==> config.mk <==
export PLATFORM = sky130hd
export DESIGN_NAME = imm_gen_pipe
export DESIGN_NICKNAME = d
export VERILOG_FILES = /design/src/rtl/imm_gen_pkg.sv /design/src/rtl/imm_decode_comb.sv /design/src/rtl/imm_gen_pipe.sv
export SDC_FILE = /design/constraint.sdc
export NUM_CORES = 1
export LEC_CHECK = 0
export ABC_AREA = 1
export BUFFER_PORTS_ARGS = -buffer_cell sky130_fd_sc_hd__buf_2
export CORE_ASPECT_RATIO = 1.2
export CORE_UTILIZATION = 58
export CTS_CLUSTER_DIAMETER = 30
export DETAILED_ROUTE_END_ITERATION = 10
export PLACE_DENSITY = 0.88
export REMOVE_ABC_BUFFERS = 1
export SLEW_MARGIN = 20
export SYNTH_ARGS = -nofsm -noshare
export SYNTH_HDL_FRONTEND = slang
export SYNTH_SLANG_ARGS = --single-unit
==> constraint.sdc <==
create_clock -name clk -period 6.22 [get_ports clk]
set_input_delay 1.555 -clock clk [delete_from_list [all_inputs] [get_ports clk]]
set_output_delay 1.555 -clock clk [all_outputs]
set_load 0.02 [all_outputs]
==> src/rtl/imm_gen_pkg.sv <==
// Shared types for the decode-stage immediate generator: immediate format tag,
// RV opcode constants and the per-instruction decode result.
package imm_gen_pkg;

    localparam int XLEN_MAX = 64;

    typedef enum logic [2:0] {
        IMM_NONE = 3'd0,
        IMM_I    = 3'd1,
        IMM_S    = 3'd2,
        IMM_B    = 3'd3,
        IMM_U    = 3'd4,
        IMM_J    = 3'd5,
        IMM_Z    = 3'd6
    } imm_type_e;

    localparam logic [6:0] OP_LOAD   = 7'b0000011;
    localparam logic [6:0] OP_IMM    = 7'b0010011;
    localparam logic [6:0] OP_IMM32  = 7'b0011011;
    localparam logic [6:0] OP_STORE  = 7'b0100011;
    localparam logic [6:0] OP_BRANCH = 7'b1100011;
    localparam logic [6:0] OP_JAL    = 7'b1101111;
    localparam logic [6:0] OP_JALR   = 7'b1100111;
    localparam logic [6:0] OP_LUI    = 7'b0110111;
    localparam logic [6:0] OP_AUIPC  = 7'b0010111;
    localparam logic [6:0] OP_OP     = 7'b0110011;
    localparam logic [6:0] OP_OP32   = 7'b0111011;
    localparam logic [6:0] OP_FENCE  = 7'b0001111;
    localparam logic [6:0] OP_SYSTEM = 7'b1110011;

    // Fields are sized for the widest XLEN; narrower builds use the low bits.
    typedef struct packed {
        logic [XLEN_MAX-1:0] imm;
        imm_type_e           imm_type;
        logic                illegal;
        logic [XLEN_MAX-1:0] target;
    } imm_result_t;

endpackage

==> src/rtl/imm_decode_comb.sv <==
// Purely combinational instruction decode into immediate, format tag, illegal flag and PC-relative target.
// Optional feature: define IMMGEN_CSR_EN to decode SYSTEM CSR address / zimm immediates.
module imm_decode_comb
    import imm_gen_pkg::*;
#(
    parameter int XLEN = 32
) (
    input  logic [31:0]     i_instr,
    input  logic [XLEN-1:0] i_pc,
    output imm_result_t     o_res
);

    logic signed [XLEN_MAX-1:0] w_imm;
    logic        [XLEN_MAX-1:0] w_pc;
    logic        [XLEN_MAX-1:0] w_target;
    imm_type_e                  w_type;
    logic                       w_ill;
    logic                       w_has_tgt;

    assign w_pc = XLEN_MAX'(i_pc);

    always_comb begin
        w_imm     = '0;
        w_type    = IMM_NONE;
        w_ill     = 1'b0;
        w_has_tgt = 1'b0;
        case (i_instr[6:0])
            OP_LOAD, OP_IMM, OP_JALR: begin
                w_type = IMM_I;
                w_imm  = XLEN_MAX'($signed(i_instr[31:20]));
            end
            OP_IMM32: begin
                if (XLEN == 64) begin
                    w_type = IMM_I;
                    w_imm  = XLEN_MAX'($signed(i_instr[31:20]));
                end else begin
                    w_ill = 1'b1;
                end
            end
            OP_STORE: begin
                w_type = IMM_S;
                w_imm  = XLEN_MAX'($signed({i_instr[31:25], i_instr[11:7]}));
            end
            OP_BRANCH: begin
                w_type    = IMM_B;
                w_has_tgt = 1'b1;
                w_imm     = XLEN_MAX'($signed({i_instr[31], i_instr[7], i_instr[30:25],
                                               i_instr[11:8], 1'b0}));
            end
            OP_LUI, OP_AUIPC: begin
                w_type    = IMM_U;
                w_has_tgt = (i_instr[6:0] == OP_AUIPC);
                w_imm     = XLEN_MAX'($signed({i_instr[31:12], 12'b0}));
            end
            OP_JAL: begin
                w_type    = IMM_J;
                w_has_tgt = 1'b1;
                w_imm     = XLEN_MAX'($signed({i_instr[31], i_instr[19:12], i_instr[20],
                                               i_instr[30:21], 1'b0}));
            end
            OP_OP, OP_FENCE: begin
            end
            OP_OP32: begin
                w_ill = (XLEN != 64);
            end
            OP_SYSTEM: begin
`ifdef IMMGEN_CSR_EN
                // funct3[2] selects the immediate (zimm) CSR forms
                if (i_instr[14]) begin
                    w_type = IMM_Z;
                    w_imm  = XLEN_MAX'(i_instr[19:15]);
                end else begin
                    w_type = IMM_I;
                    w_imm  = XLEN_MAX'(i_instr[31:20]);
                end
`else
                w_type = IMM_NONE;
`endif
            end
            default: begin
                w_ill = 1'b1;
            end
        endcase
    end

    // JALR is excluded: its base register is not visible at decode.
    assign w_target = w_has_tgt ? (w_pc + w_imm) : '0;

    assign o_res = '{imm: w_imm, imm_type: w_type, illegal: w_ill, target: w_target};

endmodule

==> src/rtl/imm_gen_pipe.sv <==
// Decode-stage immediate generator with valid/ready input, 1-cycle latency output register,
// a one-entry skid buffer and a saturating illegal-opcode counter. Optional: IMMGEN_CSR_EN.
module imm_gen_pipe
    import imm_gen_pkg::*;
#(
    parameter int XLEN  = 32,
    parameter int CNT_W = 16
) (
    input  logic             clk,
    input  logic             reset,
    input  logic             in_valid,
    output logic             in_ready,
    input  logic [31:0]      in_instr,
    input  logic [XLEN-1:0]  in_pc,
    output logic             out_valid,
    input  logic             out_ready,
    output logic [XLEN-1:0]  out_imm,
    output logic [2:0]       out_type,
    output logic             out_illegal,
    output logic [XLEN-1:0]  out_target,
    output logic [CNT_W-1:0] illegal_cnt
);

    function automatic logic [CNT_W-1:0] sat_inc(input logic [CNT_W-1:0] v);
        return (&v) ? v : v + 1'b1;
    endfunction

    imm_result_t      w_dec_p0;
    imm_result_t      r_out_p1;
    imm_result_t      r_skid_p1;
    logic             vld_p1;
    logic             r_skid_vld_p1;
    logic [CNT_W-1:0] r_cnt;
    logic             w_accept;
    logic             w_out_free;

    // p0: combinational decode of the presented instruction
    imm_decode_comb #(.XLEN(XLEN)) u_decode (
        .i_instr (in_instr),
        .i_pc    (in_pc),
        .o_res   (w_dec_p0)
    );

    // Ready depends only on registered skid occupancy, never on out_ready.
    assign in_ready   = !r_skid_vld_p1 && !reset;
    assign w_accept   = in_valid && in_ready;
    assign w_out_free = !vld_p1 || out_ready;

    // p1: output register; skid takes the accepted entry when the output is stalled
    always_ff @(posedge clk) begin
        if (reset) begin
            vld_p1        <= 1'b0;
            r_skid_vld_p1 <= 1'b0;
            r_out_p1      <= '0;
            r_cnt         <= '0;
        end else begin
            if (w_out_free) begin
                if (r_skid_vld_p1) begin
                    r_out_p1      <= r_skid_p1;
                    vld_p1        <= 1'b1;
                    r_skid_vld_p1 <= 1'b0;
                end else begin
                    vld_p1 <= w_accept;
                    if (w_accept) begin
                        r_out_p1 <= w_dec_p0;
                    end
                end
            end else if (w_accept) begin
                r_skid_vld_p1 <= 1'b1;
            end
            if (w_accept && w_dec_p0.illegal) begin
                r_cnt <= sat_inc(r_cnt);
            end
        end
    end

    always_ff @(posedge clk) begin
        if (!w_out_free && w_accept) begin
            r_skid_p1 <= w_dec_p0;
        end
    end

    assign out_valid   = vld_p1 && !reset;
    assign out_imm     = reset ? '0 : r_out_p1.imm[XLEN-1:0];
    assign out_type    = reset ? '0 : r_out_p1.imm_type;
    assign out_illegal = reset ? 1'b0 : r_out_p1.illegal;
    assign out_target  = reset ? '0 : r_out_p1.target[XLEN-1:0];
    assign illegal_cnt = reset ? '0 : r_cnt;

    // Upper halves of the wide result fields are dead in narrow builds.
    if (XLEN < XLEN_MAX) begin : g_narrow
        logic w_unused_hi;
        assign w_unused_hi = ^{r_out_p1.imm[XLEN_MAX-1:XLEN], r_out_p1.target[XLEN_MAX-1:XLEN]};
    end

endmodule

==> impl_metrics.json <==
{
  "outcome": "completed",
  "cts_tree": "built",
  "cts_setup_buffers": 0,
  "post-route-min-period_ps": 4550,
  "post_drt_via_cell_ratio": 5.23,
  "internal-power_mw": 1.74,
  "rsz0062_at_grt": "no",
  "regToRegStartpoint": "r_skid_vld_p1",
  "cts_num_sinks": 154,
  "synth_flop_cell": "sky130_fd_sc_hd__dfxtp_1",
  "initial_standard_cell_utilization_of_the_core_pct": 59.3,
  "die_area_sq_mm": 0.0171,
  "layoutNonFillerInstCount": 1801,
  "die_width_um": 120,
  "clk_transition_reported_paths_ps": 60,
  "ys_warn_count": 0,
  "global_route_wire_length_before_repair_um": 42300,
  "portion_of_synthesized_cell_area_occupied_by_the_leading_cell_type_pct": 21.2,
  "number_of_antenna_violations_at_the_first_check_in_global_routing": 0,
  "layout-drive-gt1-share_pct": 14.4,
  "final_max_slew_viol_count": 0,
  "clock.fmax_mhz": 220,
  "setup_total_negative_slack_ps": 0,
  "post-route-drc-count": 0,
  "globalplace.congestion": 0.912,
  "sw_frac_of_total_pct": 24.6,
  "cts_h_tree_depth": 4,
  "n_antenna_cell": 0,
  "hpwl_um": 19100,
  "reg2reg_to": "r_out_p1[73]",
  "routedWlPerCell_um": 14.6,
  "number_of_flops_mapped_to_enable_cells_by_yosys": 68,
  "hold_class": "reg2reg",
  "number_of_global_route_vias_before_repair": 8755,
  "ff2ff_setup_slack_ps": 3280,
  "placed_cells_incl_taps": 1769,
  "clock_latency_late_sink_ps": 420,
  "syn_to_final_growth_pct": 14.8,
  "power_frac_clock_pct": 44.4,
  "cp-end-kind": "output pin",
  "hold_path_end": "r_cnt[15]",
  "min_from": "r_cnt[15]",
  "report.final.hold_viol_count": 0,
  "syn-mean-instance-area_sq_um": 6.67,
  "critical_path_peak_fanout": 77,
  "ios": 154,
  "yosys-top-cells-area": "sky130_fd_sc_hd__edfxtp_1 (21%), sky130_fd_sc_hd__dfxtp_1 (18%), sky130_fd_sc_hd__nand2_1 (15%), sky130_fd_sc_hd__inv_1 (9.7%), sky130_fd_sc_hd__nor2_1 (9.1%)",
  "cts.root.buffer_cell": "sky130_fd_sc_hd__clkbuf_16",
  "congestion_overflow_gr": 0,
  "netSwitchingPower_uw": 567,
  "final_common_cell": "sky130_fd_sc_hd__nand2_1",
  "layout.cells.most_common_list": "sky130_fd_sc_hd__nand2_1 (386), sky130_fd_sc_hd__inv_1 (249), sky130_fd_sc_hd__nor2_1 (232)",
  "routed_wirelength_um": 26300,
  "hold_ws_ps": 476,
  "detailedRoute.firstPassIterationCount": 5,
  "crit_path_start_kind": "primary input",
  "combinationalPowerShare_pct": 9.4,
  "detail-route-antenna-nets": 0,
  "synth_seq_area_share_pct": 39.0,
  "fin_crit_sh_pct": 73.2,
  "power_density_over_the_cells_mw_per_mm2": 208,
  "clock-skew-final_ps": 8.72,
  "synth_top_area_cell": "sky130_fd_sc_hd__edfxtp_1",
  "num_vias": 9418,
  "final_core_utilization_pct": 68.1,
  "cts_resized": 0,
  "die_height_um": 143,
  "synth-seq-cells": 154,
  "p_leak_nw": 5.65,
  "cts_hold_buffers": 0,
  "rr_worst_depth": 8,
  "postSynthCellCount": 1446,
  "holdPathStages": 2,
  "cp.required_ps": 4660,
  "fp-row-count": 51,
  "synthArstFlopShare_pct": 0,
  "finish.net_count": 1677,
  "post_synth_instance_area_sq_mm": 0.00964,
  "power.share.sequential_pct": 46.1,
  "drt_first_iter_violations": 617,
  "maxCapViolations": 0,
  "numPortBuffers": 153,
  "post_synth_num_cell_types": 41,
  "critical_path_class": "in2out",
  "slew_margin_rel_pct": 36.4,
  "setup_violations": 0,
  "globalRouteTotalUtil_pct": 31.7,
  "grt_start_max_net_pins": 94,
  "clock_path_buffers": 2,
  "worst-slew-pin-transition_ps": 954,
  "critical_path_arrival_ps": 3000,
  "floorplan.core_area_sq_mm": 0.0163,
  "cts_buffers": 17,
  "power.ir.vdd_worst_uv": 179
}
power groups by stage:
stage	Sequential (mW)	Combinational [mW]	Clock, mW
after floorplan	1.09	0.127	0
after global routing	1.07	0.243	1.08
final	1.06	0.218	1.03
after detailed placement	1.09	0.215	0
after CTS	1.06	0.217	1.04
after global placement	1.09	0.213	0
metrics by stage:
stage,area [sq um],setup WS [ps],power (mW)
after detailed placement,10500,1570,1.30
final,11100,1670,2.31
after floorplan,9390,1020,1.21
after global routing,11100,1600,2.39
after global placement,10500,1620,1.30
after CTS,11100,1690,2.32
per-layer routing:
layer | part of all wire, % | GRT usage [%] | vias to the layer above | routed length (um)
met5 | 0 | 0 | - | 0
met4 | 2.8 | 12.5 | 0 | 742
met3 | 4.6 | 4.87 | 53 | 1220
met2 | 50 | 56.4 | 304 | 13200
met1 | 42 | 38.2 | 4305 | 11100
li1 | - | - | 4756 | -
cell type report:
cell class | count | area (sq um)
Clock buffer | 22 | 464
Sequential cell | 154 | 3760
Multi-Input combinational cell | 987 | 4680
Inverter | 255 | 957
Fill cell | 1465 | 5200
Timing Repair Buffer | 161 | 828
Tap cell | 212 | 265
Clock inverter | 10 | 115
cells by family after synthesis:
logic type	after synthesis	synth area share, %
and+or+nand+nor	753	32.4
adders and majority gates	33	4.36
DFF	154	39.0
AOI/OAI and AO/OA	188	10.5
xor gates and xnor gates	13	1.18
buffers and inverters	305	12.5
registers in the layout, indices dropped and copies added (netlist names):
| signal | cells |
|---|---|
| r_skid_vld_p1 | 1 |
| r_cnt | 16 |
| r_out_p1 | 68 |
| r_skid_p1 | 68 |
| vld_p1 | 1 |
cell usage after synthesis, types with 5 or more instances:
| library cell | number |
|---|---|
| sky130_fd_sc_hd__inv_1 | 249 |
| sky130_fd_sc_hd__or2_2 | 6 |
| sky130_fd_sc_hd__dfxtp_1 | 86 |
| sky130_fd_sc_hd__nand2_1 | 386 |
| sky130_fd_sc_hd__nand3_1 | 73 |
| sky130_fd_sc_hd__clkbuf_1 | 23 |
| sky130_fd_sc_hd__buf_1 | 5 |
| sky130_fd_sc_hd__buf_4 | 7 |
| sky130_fd_sc_hd__o211ai_1 | 7 |
| sky130_fd_sc_hd__edfxtp_1 | 68 |
| sky130_fd_sc_hd__o21ai_0 | 62 |
| sky130_fd_sc_hd__nor3_1 | 14 |
| sky130_fd_sc_hd__o21ai_1 | 43 |
| sky130_fd_sc_hd__buf_2 | 12 |
| sky130_fd_sc_hd__nand2_2 | 8 |
| sky130_fd_sc_hd__nand3b_1 | 8 |
| sky130_fd_sc_hd__xor2_1 | 13 |
| sky130_fd_sc_hd__nand4_1 | 7 |
| sky130_fd_sc_hd__ha_1 | 32 |
| sky130_fd_sc_hd__inv_2 | 6 |
| sky130_fd_sc_hd__nor2_1 | 233 |
| sky130_fd_sc_hd__a21oi_1 | 61 |
worst max-delay path by stage:
stage,from,to,slack [ps],cells after the start
after detailed placement,in_instr[1],r_out_p1[8],1570,17
after global placement,in_instr[1],r_out_p1[8],1620,17
after CTS,reset,out_imm[12],1690,4
after global routing,reset,out_imm[12],1600,4
final,reset,out_imm[12],1670,4
after floorplan,out_ready,r_skid_p1[0],1020,3
critical path, stage by stage:
cell and delay [ps]:
sky130_fd_sc_hd__buf_4 630, sky130_fd_sc_hd__buf_4 440, sky130_fd_sc_hd__nor2_1 140, sky130_fd_sc_hd__buf_2 180
Note: power is estimated with default switching activity, not from simulation.
